File: config.mk
export PLATFORM = sky130hd
export DESIGN_NAME = mem_wb_stage_flat
export DESIGN_NICKNAME = d
export VERILOG_FILES = /design/src/rtl/mem_wb_stage_pkg.sv /design/src/rtl/mem_wb_stage_if.sv /design/src/rtl/mem_wb_stage_load_extend.sv /design/src/rtl/mem_wb_stage.sv /design/src/flat_wrapper.sv
export SDC_FILE = /design/constraint.sdc
export NUM_CORES = 1
export LEC_CHECK = 0
export CAP_MARGIN = 40
export CORE_ASPECT_RATIO = 0.8
export CORE_MARGIN = 3
export CORE_UTILIZATION = 43
export CTS_CLUSTER_DIAMETER = 80
export CTS_CLUSTER_SIZE = 30
export DETAILED_ROUTE_END_ITERATION = 10
export GPL_ROUTABILITY_DRIVEN = 0
export PLACE_DENSITY = 0.8
export SLEW_MARGIN = 20
export SYNTH_ARGS = -nofsm -noshare
export SYNTH_HDL_FRONTEND = slang
export SYNTH_HIERARCHICAL = 1
export SYNTH_SLANG_ARGS = --single-unit
File: constraint.sdc
create_clock -name Clock -period 3.25 [get_ports Clock]
set_input_delay 0.65 -clock Clock [delete_from_list [all_inputs] [get_ports Clock]]
set_output_delay 0.65 -clock Clock [all_outputs]
set_load 0.05 [all_outputs]
File: src/rtl/mem_wb_stage_pkg.sv
// Shared definitions for the MEM/WB pipeline register slice.
// Load-size encodings and default datapath widths.
package mem_wb_stage_pkg;

    localparam int DEF_DATA_W = 32;
    localparam int DEF_REG_AW = 5;

    typedef enum logic [1:0] {
        LS_WORD = 2'b00,
        LS_HALF = 2'b01,
        LS_BYTE = 2'b10,
        LS_RSVD = 2'b11
    } load_size_e;

endpackage

File: src/rtl/mem_wb_stage_if.sv
// MEM/WB stage bus: MEM-side inputs and WB-side outputs.
// master drives the stage inputs, slave is the stage itself.
interface mem_wb_stage_if
    import mem_wb_stage_pkg::*;
#(
    parameter int DATA_W = DEF_DATA_W,
    parameter int REG_AW = DEF_REG_AW
);

    logic              Stall;
    logic              Flush;
    logic              MemToReg_in;
    logic              RegWrite_in;
    logic [REG_AW-1:0] rDest_in;
    logic [DATA_W-1:0] ALUResult_in;
    logic [DATA_W-1:0] MemWord_in;
    logic [1:0]        LoadSize_in;
    logic              LoadSigned_in;

    logic [DATA_W-1:0] R_Data;
    logic [DATA_W-1:0] ALUResult;
    logic              MemToReg;
    logic              RegWrite;
    logic [REG_AW-1:0] rDest;
    logic              Valid;
    logic              MisalignErr;

    modport master (
        output Stall, Flush, MemToReg_in, RegWrite_in, rDest_in,
        output ALUResult_in, MemWord_in, LoadSize_in, LoadSigned_in,
        input  R_Data, ALUResult, MemToReg, RegWrite, rDest,
        input  Valid, MisalignErr
    );

    modport slave (
        input  Stall, Flush, MemToReg_in, RegWrite_in, rDest_in,
        input  ALUResult_in, MemWord_in, LoadSize_in, LoadSigned_in,
        output R_Data, ALUResult, MemToReg, RegWrite, rDest,
        output Valid, MisalignErr
    );

endinterface

File: src/rtl/mem_wb_stage_load_extend.sv
// Big-endian lane extraction and sign/zero extension of a loaded word.
// Also flags accesses whose offset does not suit the load size.
module load_extend
    import mem_wb_stage_pkg::*;
#(
    parameter int DATA_W = DEF_DATA_W
) (
    input  logic [DATA_W-1:0] word_i,
    input  logic [1:0]        offset_i,
    input  load_size_e        size_i,
    input  logic              signed_i,
    output logic [DATA_W-1:0] data_o,
    output logic              misaligned_o
);

    logic [7:0]  byte_sel;
    logic [15:0] half_sel;

    // Offset 0 is the most significant lane.
    always_comb begin
        byte_sel = 8'h00;
        unique case (offset_i)
            2'd0: byte_sel = word_i[DATA_W-1  -: 8];
            2'd1: byte_sel = word_i[DATA_W-9  -: 8];
            2'd2: byte_sel = word_i[DATA_W-17 -: 8];
            2'd3: byte_sel = word_i[7:0];
        endcase
        half_sel = offset_i[1] ? word_i[15:0] : word_i[DATA_W-1 -: 16];
    end

    always_comb begin
        data_o       = '0;
        misaligned_o = 1'b0;
        unique case (size_i)
            LS_WORD: begin
                data_o       = word_i;
                misaligned_o = (offset_i != 2'd0);
            end
            LS_HALF: begin
                data_o       = {{(DATA_W-16){signed_i & half_sel[15]}}, half_sel};
                misaligned_o = offset_i[0];
            end
            LS_BYTE: begin
                data_o = {{(DATA_W-8){signed_i & byte_sel[7]}}, byte_sel};
            end
            LS_RSVD: begin
                misaligned_o = 1'b1;
            end
        endcase
    end

endmodule

File: src/rtl/mem_wb_stage.sv
// MEM/WB pipeline register with load extraction and misalign guard.
// Outputs derive only from registered state; one cycle latency.
module mem_wb_stage
    import mem_wb_stage_pkg::*;
#(
    parameter int DATA_W = DEF_DATA_W,
    parameter int REG_AW = DEF_REG_AW
) (
    input logic           Clock,
    input logic           Reset,
    mem_wb_stage_if.slave bus
);

    logic              valid_q, valid_d;
    logic              regwrite_q, regwrite_d;
    logic              memtoreg_q, memtoreg_d;
    logic [REG_AW-1:0] rdest_q, rdest_d;
    logic [DATA_W-1:0] alu_q, alu_d;
    logic [DATA_W-1:0] word_q, word_d;
    load_size_e        size_q, size_d;
    logic              signed_q, signed_d;
    logic              err_q, err_d;

    logic [DATA_W-1:0] ext_data;
    logic              misaligned;
    logic              mis_hit;

    load_extend #(.DATA_W(DATA_W)) u_ext (
        .word_i      (word_q),
        .offset_i    (alu_q[1:0]),
        .size_i      (size_q),
        .signed_i    (signed_q),
        .data_o      (ext_data),
        .misaligned_o(misaligned)
    );

    assign mis_hit = valid_q & memtoreg_q & misaligned;

    always_comb begin
        valid_d    = valid_q;
        regwrite_d = regwrite_q;
        memtoreg_d = memtoreg_q;
        rdest_d    = rdest_q;
        alu_d      = alu_q;
        word_d     = word_q;
        size_d     = size_q;
        signed_d   = signed_q;
        // Sticky error tracks the currently held load, regardless of stall.
        err_d      = err_q | mis_hit;
        if (bus.Flush) begin
            valid_d    = 1'b0;
            regwrite_d = 1'b0;
            memtoreg_d = 1'b0;
        end else if (!bus.Stall) begin
            valid_d    = 1'b1;
            regwrite_d = bus.RegWrite_in;
            memtoreg_d = bus.MemToReg_in;
            rdest_d    = bus.rDest_in;
            alu_d      = bus.ALUResult_in;
            word_d     = bus.MemWord_in;
            size_d     = load_size_e'(bus.LoadSize_in);
            signed_d   = bus.LoadSigned_in;
        end
    end

    always_ff @(posedge Clock or posedge Reset) begin
        if (Reset) begin
            valid_q    <= 1'b0;
            regwrite_q <= 1'b0;
            memtoreg_q <= 1'b0;
            rdest_q    <= '0;
            alu_q      <= '0;
            word_q     <= '0;
            size_q     <= LS_WORD;
            signed_q   <= 1'b0;
            err_q      <= 1'b0;
        end else begin
            valid_q    <= valid_d;
            regwrite_q <= regwrite_d;
            memtoreg_q <= memtoreg_d;
            rdest_q    <= rdest_d;
            alu_q      <= alu_d;
            word_q     <= word_d;
            size_q     <= size_d;
            signed_q   <= signed_d;
            err_q      <= err_d;
        end
    end

    assign bus.R_Data      = ext_data;
    assign bus.ALUResult   = alu_q;
    assign bus.MemToReg    = memtoreg_q;
    assign bus.RegWrite    = regwrite_q & valid_q & ~mis_hit;
    assign bus.rDest       = rdest_q;
    assign bus.Valid       = valid_q;
    assign bus.MisalignErr = err_q;

endmodule

File: src/flat_wrapper.sv
// flat-port wrapper written by rule: the top's interface ports become plain ports
module mem_wb_stage_flat import mem_wb_stage_pkg::*;
#(
    parameter int DATA_W = DEF_DATA_W,
    parameter int REG_AW = DEF_REG_AW
)
  (Clock, Reset, bus_Stall, bus_Flush, bus_MemToReg_in, bus_RegWrite_in, bus_rDest_in, bus_ALUResult_in, bus_MemWord_in, bus_LoadSize_in, bus_LoadSigned_in, bus_R_Data, bus_ALUResult, bus_MemToReg, bus_RegWrite, bus_rDest, bus_Valid, bus_MisalignErr);
  mem_wb_stage_if #(.DATA_W(DATA_W), .REG_AW(REG_AW)) bus_i ();
  input logic Clock;
  input logic Reset;
  input wire logic [$bits(bus_i.Stall)-1:0] bus_Stall;
  input wire logic [$bits(bus_i.Flush)-1:0] bus_Flush;
  input wire logic [$bits(bus_i.MemToReg_in)-1:0] bus_MemToReg_in;
  input wire logic [$bits(bus_i.RegWrite_in)-1:0] bus_RegWrite_in;
  input wire logic [$bits(bus_i.rDest_in)-1:0] bus_rDest_in;
  input wire logic [$bits(bus_i.ALUResult_in)-1:0] bus_ALUResult_in;
  input wire logic [$bits(bus_i.MemWord_in)-1:0] bus_MemWord_in;
  input wire logic [$bits(bus_i.LoadSize_in)-1:0] bus_LoadSize_in;
  input wire logic [$bits(bus_i.LoadSigned_in)-1:0] bus_LoadSigned_in;
  output wire logic [$bits(bus_i.R_Data)-1:0] bus_R_Data;
  output wire logic [$bits(bus_i.ALUResult)-1:0] bus_ALUResult;
  output wire logic [$bits(bus_i.MemToReg)-1:0] bus_MemToReg;
  output wire logic [$bits(bus_i.RegWrite)-1:0] bus_RegWrite;
  output wire logic [$bits(bus_i.rDest)-1:0] bus_rDest;
  output wire logic [$bits(bus_i.Valid)-1:0] bus_Valid;
  output wire logic [$bits(bus_i.MisalignErr)-1:0] bus_MisalignErr;
  assign bus_i.Stall = bus_Stall;
  assign bus_i.Flush = bus_Flush;
  assign bus_i.MemToReg_in = bus_MemToReg_in;
  assign bus_i.RegWrite_in = bus_RegWrite_in;
  assign bus_i.rDest_in = bus_rDest_in;
  assign bus_i.ALUResult_in = bus_ALUResult_in;
  assign bus_i.MemWord_in = bus_MemWord_in;
  assign bus_i.LoadSize_in = bus_LoadSize_in;
  assign bus_i.LoadSigned_in = bus_LoadSigned_in;
  assign bus_R_Data = bus_i.R_Data;
  assign bus_ALUResult = bus_i.ALUResult;
  assign bus_MemToReg = bus_i.MemToReg;
  assign bus_RegWrite = bus_i.RegWrite;
  assign bus_rDest = bus_i.rDest;
  assign bus_Valid = bus_i.Valid;
  assign bus_MisalignErr = bus_i.MisalignErr;
  mem_wb_stage #(.DATA_W(DATA_W), .REG_AW(REG_AW)) u_core (.Clock(Clock), .Reset(Reset), .bus(bus_i));
endmodule
# ---- Word level (Yosys, flattened, before mapping)
# Index checks and enable logic that the tools add are counted.
# Widths: inputs -> output; s select.
dict set report classes {
  n_eq_ne 7
  reduce_logical 4
  n_mux 10
  bitwise 10
}
# cell count
set ops {}
lappend ops {{$pmux 32 s3} 1}
lappend ops {{$pmux 8 s4} 1}
lappend ops {{$mux 16} 1}
lappend ops {{$eq 2x2->1 const B} 4}
lappend ops {{$and 1x1->1} 6}
lappend ops {{$mux 1} 6}
lappend ops {{$eq 2x1->1 const B} 2}
lappend ops {{$logic_not 2->1} 2}
lappend ops {{$not 1->1} 3}
lappend ops {{$pmux 1 s3} 1}
lappend ops {{$ne 2x1->1 const B} 1}
lappend ops {{$reduce_and 2->1} 1}
lappend ops {{$reduce_bool 2->1} 1}
lappend ops {{$or 1x1->1} 1}
dict set report totals {
  out_inout_bits 73
  register_bits 76
}

# ---- Longest topological paths before layout
# Gate-level depths: netlist of run 1.
dict set report depth {
  depth_word 5
  mapped_depth 6
  mapped_depth_nobuf 4
}

# ---- Cells and area by module
# The synthesis of run 1 kept the hierarchy.
# mod instances cells_per_inst seq_area_each_um2 area_per_inst_um2
set modules_own_cells {}
lappend modules_own_cells {mem_wb_stage 1 166 1901.8 2900.3}
lappend modules_own_cells {load_extend 1 110 0.0 809.5}

# ---- Least setup slack after synthesis of run 1
# Ideal clock, no wire load.
dict set report synth_path {
  kind {register -> output}
  from {register u_core.alu_q[1] (netlist: u_core/bus.ALUResult[1])}
  to {output bus_R_Data[4]}
  path_slack_ns 0.287
  stages_incl_launch_ff 6
  n_path_buf 2
  arrival_ns 2.313
  required_time_ns 2.600
  path_cell_list {dfrtp_1 > buf_6 > nor2b_1 > buf_2 > mux2i_1 > o21ai_0}
}
dict set report synth_between {
  elab_chain_len 3
  word_cells_on_any_way 7
}
# item line_no
set synth_rtl {}
lappend synth_rtl {{start: declaration} mem_wb_stage.sv:18} ;# logic [DATA_W-1:0] alu_q, alu_d;
lappend synth_rtl {{start signal: assignment} mem_wb_stage.sv:82} ;# alu_q <= alu_d;
lappend synth_rtl {{$eq 2x2->1 (tied with other cells)} mem_wb_stage_load_extend.sv:22} ;# unique case (offset_i)
lappend synth_rtl {{$pmux 8 s4} mem_wb_stage_load_extend.sv:22}
lappend synth_rtl {{$pmux 32 s3 (*)} mem_wb_stage_load_extend.sv:34} ;# unique case (size_i)
lappend synth_rtl {{end: declaration} flat_wrapper.sv:20} ;# output wire logic [$bits(bus_i.R_Data)-1:0] bus_R_Data;
# Mark *: on every way between the ends. The rest lies on a longest branch, timed or not.

# ---- Worst setup path in the final report of run 1
dict set report layout_path {
  from {register u_core.size_q[1]}
  to {output bus_R_Data[20]}
}
dict set report layout_between {
  elab_chain_len 2
  word_cells_on_any_way 4
}
# item line_no
set layout_rtl {}
lappend layout_rtl {{start: declaration} mem_wb_stage.sv:20} ;# load_size_e size_q, size_d;
lappend layout_rtl {{start signal: assignment} mem_wb_stage.sv:84} ;# size_q <= size_d;
lappend layout_rtl {{$eq 2x2->1 (tied with other cells)} mem_wb_stage_load_extend.sv:34}
lappend layout_rtl {{$pmux 32 s3 (*)} mem_wb_stage_load_extend.sv:34}
# Marked as above.

==> run summary, run 1 <==
status = completed
Critical Path Stages = 4
Clock Tree Buf Depth = 2
most common cell after layout, fill and taps aside = clkdlybuf4s50_1
I/O Pins = 151
final global-route overflow total = 0
Tightest Pin Transition = 0.723 ns
Root Buffer = clkbuf_8
DR vias/cell = 5.31
number of distinct library cells after synthesis = 32
critical path data arrival time = 2.41 ns
Synth Instances = 276
Hold Fails Final Rpt = 0
Core Rows = 29
via count = 2856
CTS Hold Buffers Added = 0
sequential power share = 32.0%
CTS tree = done
ANT nets after route = 0
unrepaired setup endpoints after global routing = false
Hold Path Class = in -> async
Initial Utilization = 45.4%
Worst Setup End Kind = primary output
switching part of the total = 39.1%
YS warnings = 6
final wirelength = 9740 um
Reg2Reg Capture Point = u_core/bus.MisalignErr
CTS sink cnt = 76
maximum vdd ir drop = 365 uV
Layout Skew = 0.00125 ns
Final min period = 3.06 ns
cell at the slowest stage of the critical path = dfrtp_1
fill count = 577
crit path launch type = flip-flop
final worst slack = 0.191 ns
initial antenna violation count = 0
Psw = 1.48 mW
Post-Synthesis Cell Area = 3710 um^2
H-tree Lvls = 3
Port Buffers = 150
DP Worst Slack = 0.588 ns
Post-layout nets = 504
synthesis-to-layout area growth = 54.2%
clock network power share = 20.6%
Reg2Reg Setup Slack = 1.67 ns
sequential area share after synthesis = 51.3%
worst-path cell chain = and3_1, a22oi_4, o221ai_1, buf_12
share of layout cells above drive strength 1 = 32.8%
Die Footprint = 9780 um^2
CTS buffer count = 9
Avg Inst Size Synth = 13.4 um^2
setup_tns = 0 ns
Tcrit/Tclk final = 94.1%
gr usage total = 20.6%
internal power = 2.31 mW
later-pin clock latency in the skew report = 0.34 ns
DR WL/cell = 18.1 um
#FFs+latches synth = 76
WS Path Type = reg -> out
setup violators final = 0
Critical R2R Launch = u_core/size_q[1]
first-pass GRT wire length = 15200 um
Peak Freq = 0.327 GHz
FF-to-FF path depth = 3
dpl hpwl = 7280 um
Worst setup startpoint = u_core/size_q[1]
placeable core area = 8160 um^2
DRT Pass-1 Iters = 4
Initial DRC Count = 109
Pwr Density = 663 nW/um^2
DRC violations left = 0
combinational share of power = 47.4%
most frequent cells in the layout = 117 x clkdlybuf4s50_1, 76 x dfrtp_1, 67 x mux2_2, 28 x buf_12, 20 x nand2_1
CP bufs+invs = 1
cell family with most CP delay = compound AO/OA/AOI/OAI gates
Static Leak = 2.38 nW
number of global-route vias before repair = 2935
crit path capture = bus_R_Data[20]
Clock Pin Slew Worst Setup and Hold Paths = 0.08 ns
Critical Path RT = 2.60 ns
die height = 89.1 um
Syn Nets = 354
Die W = 110 um
max incr delay on CP = 0.65 ns
post-CTS sizing = 0
Slew Viols, Final = 0
postcts setup bufs = 0
largest net degree at the start of global routing = 50
max-cap violations = 0
Rel. slew slack = 51.8%
crit path max fanout = 24
Antenna Cells = 0
utilization after layout = 70.1%
## power groups by stage
| stage | combinational, mW | sequential [mW] | clock [mW] |
|---|---|---|---|
| floorplan | 0.824 | 1.44 | 0 |
| global placement | 1.78 | 1.22 | 0 |
| detailed placement | 1.80 | 1.23 | 0 |
| CTS | 1.81 | 1.21 | 0.808 |
| global route | 1.88 | 1.24 | 0.844 |
| finish | 1.80 | 1.21 | 0.780 |
## worst reg2reg max path: stages, from the launching register on
cell,delay [ns]
dfrtp_1,0.81
nor2b_1,0.30
a21oi_1,0.11
a31o_2,0.25
## synthesized netlist by cell type
master	number	area (um^2)
nor2b_1	3	18.8
a22oi_4	1	21.3
a221o_1	6	60.1
buf_6	3	33.8
inv_2	1	3.75
nand2b_1	1	6.26
nand3b_1	2	15.0
a22oi_1	1	7.51
nand2_1	20	75.1
o221ai_1	2	17.5
clkbuf_8	7	96.3
nor2_4	1	11.3
o211ai_1	13	97.6
nor2_1	9	33.8
o21ai_0	1	5.00
dfrtp_1	76	1900
inv_1	2	7.51
and3b_1	1	8.76
a21oi_1	5	25.0
or3b_1	2	17.5
o22ai_1	9	56.3
buf_2	6	30.0
mux4_2	2	45.0
clkbuf_1	4	15.0
o211ai_2	1	12.5
mux2_4	8	120
a31o_2	1	8.76
mux2_2	67	754
and3_1	1	6.26
a311o_1	1	10.0
mux2i_1	18	180
buf_4	1	7.51
## per-stage QoR
step	instances	hold WS (ns)	instance area [um^2]	total power [mW]
after floorplan	276	0.481	3710	2.27
after global placement	522	0.455	5490	3.00
after detailed placement	522	0.475	5490	3.03
after CTS	537	0.501	5700	3.83
after global routing	538	0.459	5720	3.95
final	538	0.476	5720	3.79
## state kept, by name, summed over array words and instances (netlist names)
name	cells
u_core/bus.ALUResult	32
u_core/word_q	32
u_core/bus.rDest	5
u_core/size_q	2
u_core/bus.MemToReg	1
u_core/bus.MisalignErr	1
u_core/bus.Valid	1
u_core/regwrite_q	1
u_core/signed_q	1
## metal layers
layer | GRT usage (%) | vias up | share of wire, %
met2 | 32.9 | 137 | 46
li1 | - | 1315 | -
met3 | 9.60 | 7 | 12
met1 | 24.8 | 1397 | 40
met4 | 6.80 | 0 | 1.2
met5 | 0 | - | 0
## area by class of cell
cell class,count,area [um^2],share of cell area [%]
Timing Repair Buffer,160,1840,32.2
Inverter,3,12.5,0.219
Clock buffer,9,124,2.17
Clock inverter,6,88.8,1.55
Tap cell,108,135,2.36
Sequential cell,76,1900,33.2
Multi-Input combinational cell,176,1610,28.2
## worst min-delay path by stage
stage	to	slack, ns	depth (start not counted)	start
finish	u_core/bus.ALUResult[21]	0.48	2	Reset
global placement	u_core/bus.MisalignErr	0.46	1	u_core/bus.MisalignErr
global route	u_core/bus.ALUResult[21]	0.46	2	Reset
CTS	u_core/bus.MisalignErr	0.50	1	u_core/bus.MisalignErr
floorplan	u_core/word_q[0]	0.48	1	u_core/word_q[0]
detailed placement	u_core/bus.MisalignErr	0.48	1	u_core/bus.MisalignErr
## cells by family after synthesis
| group | synth area share [%] |
|---|---|
| buffers and inverters | 5.23 |
| AOI/OAI and AO/OA | 8.67 |
| muxes | 29.6 |
| DFF | 51.3 |
| and+or+nand+nor | 5.19 |
Power figures use the tool's default switching activity.
==> run 2: changes to the inputs <==
Settings changed: RECOVER_POWER from default to 50.
==> run 2 against run 1 <==
  * The run now ends with max-capacitance violations, max-slew violations left
  * Non-clock buffer count did not move
  * Clock-buffer cell count did not move
  * Final area fell by 0.50%
  * Sequential power barely moved
  * Critical path type unchanged
  * Critical path depth did not move
  * Via count rose by 0.21%
==> run summary, run 2 (same netlist as run 1, synthesis figures left out) <==
DRC violations left = 0 (unchanged)
Worst Setup End Kind = primary output (unchanged)
Post-layout nets = 504 (unchanged)
hold path start = u_core/bus.MisalignErr
Final min period = 3.05 ns (was 3.06 ns)
Die W = 110 um (unchanged)
initial antenna violation count = 0 (unchanged)
fill count = 582 (was 577)
unrepaired setup endpoints after global routing = false (unchanged)
Core Rows = 29 (unchanged)
later-pin clock latency in the skew report = 0.34 ns (about the same)
post-route insts no fill = 538 (unchanged)
Antenna Cells = 0 (unchanged)
share of layout cells above drive strength 1 = 31.4% (was 32.8%)
most common cell after layout, fill and taps aside = clkdlybuf4s50_1 (unchanged)
post-CTS sizing = 0 (unchanged)
DRT Pass-1 Iters = 4 (unchanged)
Port Buffers = 150 (unchanged)
CTS tree = done (unchanged)
utilization after layout = 69.7% (was 70.1%)
Die Footprint = 9780 um^2 (unchanged)
DR WL/cell = 18.0 um (was 18.1 um)
Hold Path Class = reg -> reg (was in -> async)
Peak Freq = 0.328 GHz (was 0.327 GHz)
first-pass GRT wire length = 15200 um (unchanged)
via count = 2862 (was 2856)
maximum vdd ir drop = 365 uV (about the same)
Hold Fails Final Rpt = 0 (unchanged)
critical path data arrival time = 2.40 ns (was 2.41 ns)
die height = 89.1 um (unchanged)
ANT nets after route = 0 (unchanged)
DR vias/cell = 5.32 (was 5.31)
gr usage total = 20.6% (unchanged)
I/O Pins = 151 (unchanged)
H-tree Lvls = 3 (unchanged)
CTS sink cnt = 76 (unchanged)
dpl hpwl = 7280 um (unchanged)
Rel. slew slack = -19.6% (was 51.8%)
setup_tns = 0 ns (unchanged)
number of global-route vias before repair = 2935 (unchanged)
status = complete, but fails checks (was completed)
Root Buffer = clkbuf_8 (unchanged)
max-cap violations = 1 (was 0)
CTS Hold Buffers Added = 0 (unchanged)
final wirelength = 9680 um (was 9740 um)
Static Leak = 2.36 nW (was 2.38 nW)
Worst setup startpoint = u_core/size_q[1] (unchanged)
Slew Viols, Final = 43 (was 0)
Initial DRC Count = 112 (was 109)
Initial Utilization = 45.4% (unchanged)
Layout Skew = 0.00147 ns (was 0.00125 ns)
Critical R2R Launch = u_core/size_q[1] (unchanged)
WS Path Type = reg -> out (unchanged)
crit path max fanout = 24 (unchanged)
setup violators final = 0 (unchanged)
most frequent cells in the layout = 115 x clkdlybuf4s50_1, 76 x dfrtp_1, 67 x mux2_2, 27 x buf_12, 20 x nand2_1 (was 117 x clkdlybuf4s50_1, 76 x dfrtp_1, 67 x mux2_2, 28 x buf_12, 20 x nand2_1)
Tightest Pin Transition = 1.79 ns (was 0.723 ns)
violated checks = max-capacitance violations, max-slew violations
Placed Cells = 522 (unchanged)
placeable core area = 8160 um^2 (unchanged)
Tcrit/Tclk final = 93.9% (was 94.1%)
CTS buffer count = 9 (unchanged)
synthesis-to-layout area growth = 53.4% (was 54.2%)
Clock Tree Buf Depth = 2 (unchanged)
Pwr Density = 664 nW/um^2 (was 663 nW/um^2)
final global-route overflow total = 0 (unchanged)
postcts setup bufs = 0 (unchanged)
Critical Path RT = 2.60 ns (about the same)
crit path launch type = flip-flop (unchanged)
Clock Pin Slew Worst Setup and Hold Paths = 0.07 ns (was 0.08 ns)
largest net degree at the start of global routing = 50 (unchanged)
## run 2: changes by cell type in the layout (fill, tap and decap cells not counted), sizes merged
cell,change
dlygate4sd3,+2
clkbuf,+3
buf,-4
clkinv,-1
clkdlybuf4s50,-2
dlymetal6s4s,+1
clkinvlp,+1
## run 2: critical path, stage by stage, from the launching register on
cell and delay, ns:
dfrtp_1 0.64, and3_1 0.33, a22oi_4 0.58, o221ai_1 0.27, buf_12 0.23
## run 2: stage by stage
| stage | power (mW) | area, um^2 | setup WS [ns] | hold WS (ns) |
|---|---|---|---|---|
| after floorplan | 2.27 | 3710 | 0.287 | 0.481 |
| after global placement | 3.00 | 5490 | 0.660 | 0.455 |
| after detailed placement | 3.03 | 5490 | 0.588 | 0.475 |
| after CTS | 3.83 | 5700 | 0.197 | 0.501 |
| after global routing | 3.95 | 5690 | 0.0187 | 0.525 |
| final | 3.78 | 5690 | 0.200 | 0.488 |
## run 2: area by class of cell
type / instances / area [um^2] / area share [%]
clock buffers: 9 / 124 / 2.18
clock inverters: 6 / 88.8 / 1.56
inverters: 3 / 12.5 / 0.220
multi-input cells: 176 / 1600 / 28.1
flip-flops and latches: 76 / 1900 / 33.4
well taps: 108 / 135 / 2.37
repair buffers: 160 / 1830 / 32.2
## run 2: metal layers
layer  up-vias  global-route usage, %  routed length [um]
met5         -                      0                   0
met4         0                   6.80                 121
met3         7                   9.60                1210
met2       132                   32.9                4470
met1      1404                   24.8                3880
li1       1319                      -                   -
## run 2: power breakdown
| group | internal [mW] | total [mW] | switching (mW) |
|---|---|---|---|
| Clock | 0.429 | 0.780 | 0.350 |
| Sequential | 1.08 | 1.21 | 0.128 |
| Combinational | 0.789 | 1.79 | 0.999 |
| Total | 2.30 | 3.78 | 1.48 |
## run 2: final timing paths
path | endpoint | depth (start not counted) | slack (ns)
setup / recovery | bus_R_Data[20] | 4 | 0.20
hold / removal | u_core/bus.MisalignErr | 1 | 0.49
setup reg to reg | u_core/bus.MisalignErr | 3 | 1.68
hold reg to reg | u_core/bus.MisalignErr | 1 | 0.49
max in group asynchronous | u_core/bus.ALUResult[20] | 4 | 0.44
min in group asynchronous | u_core/bus.ALUResult[21] | 2 | 0.63
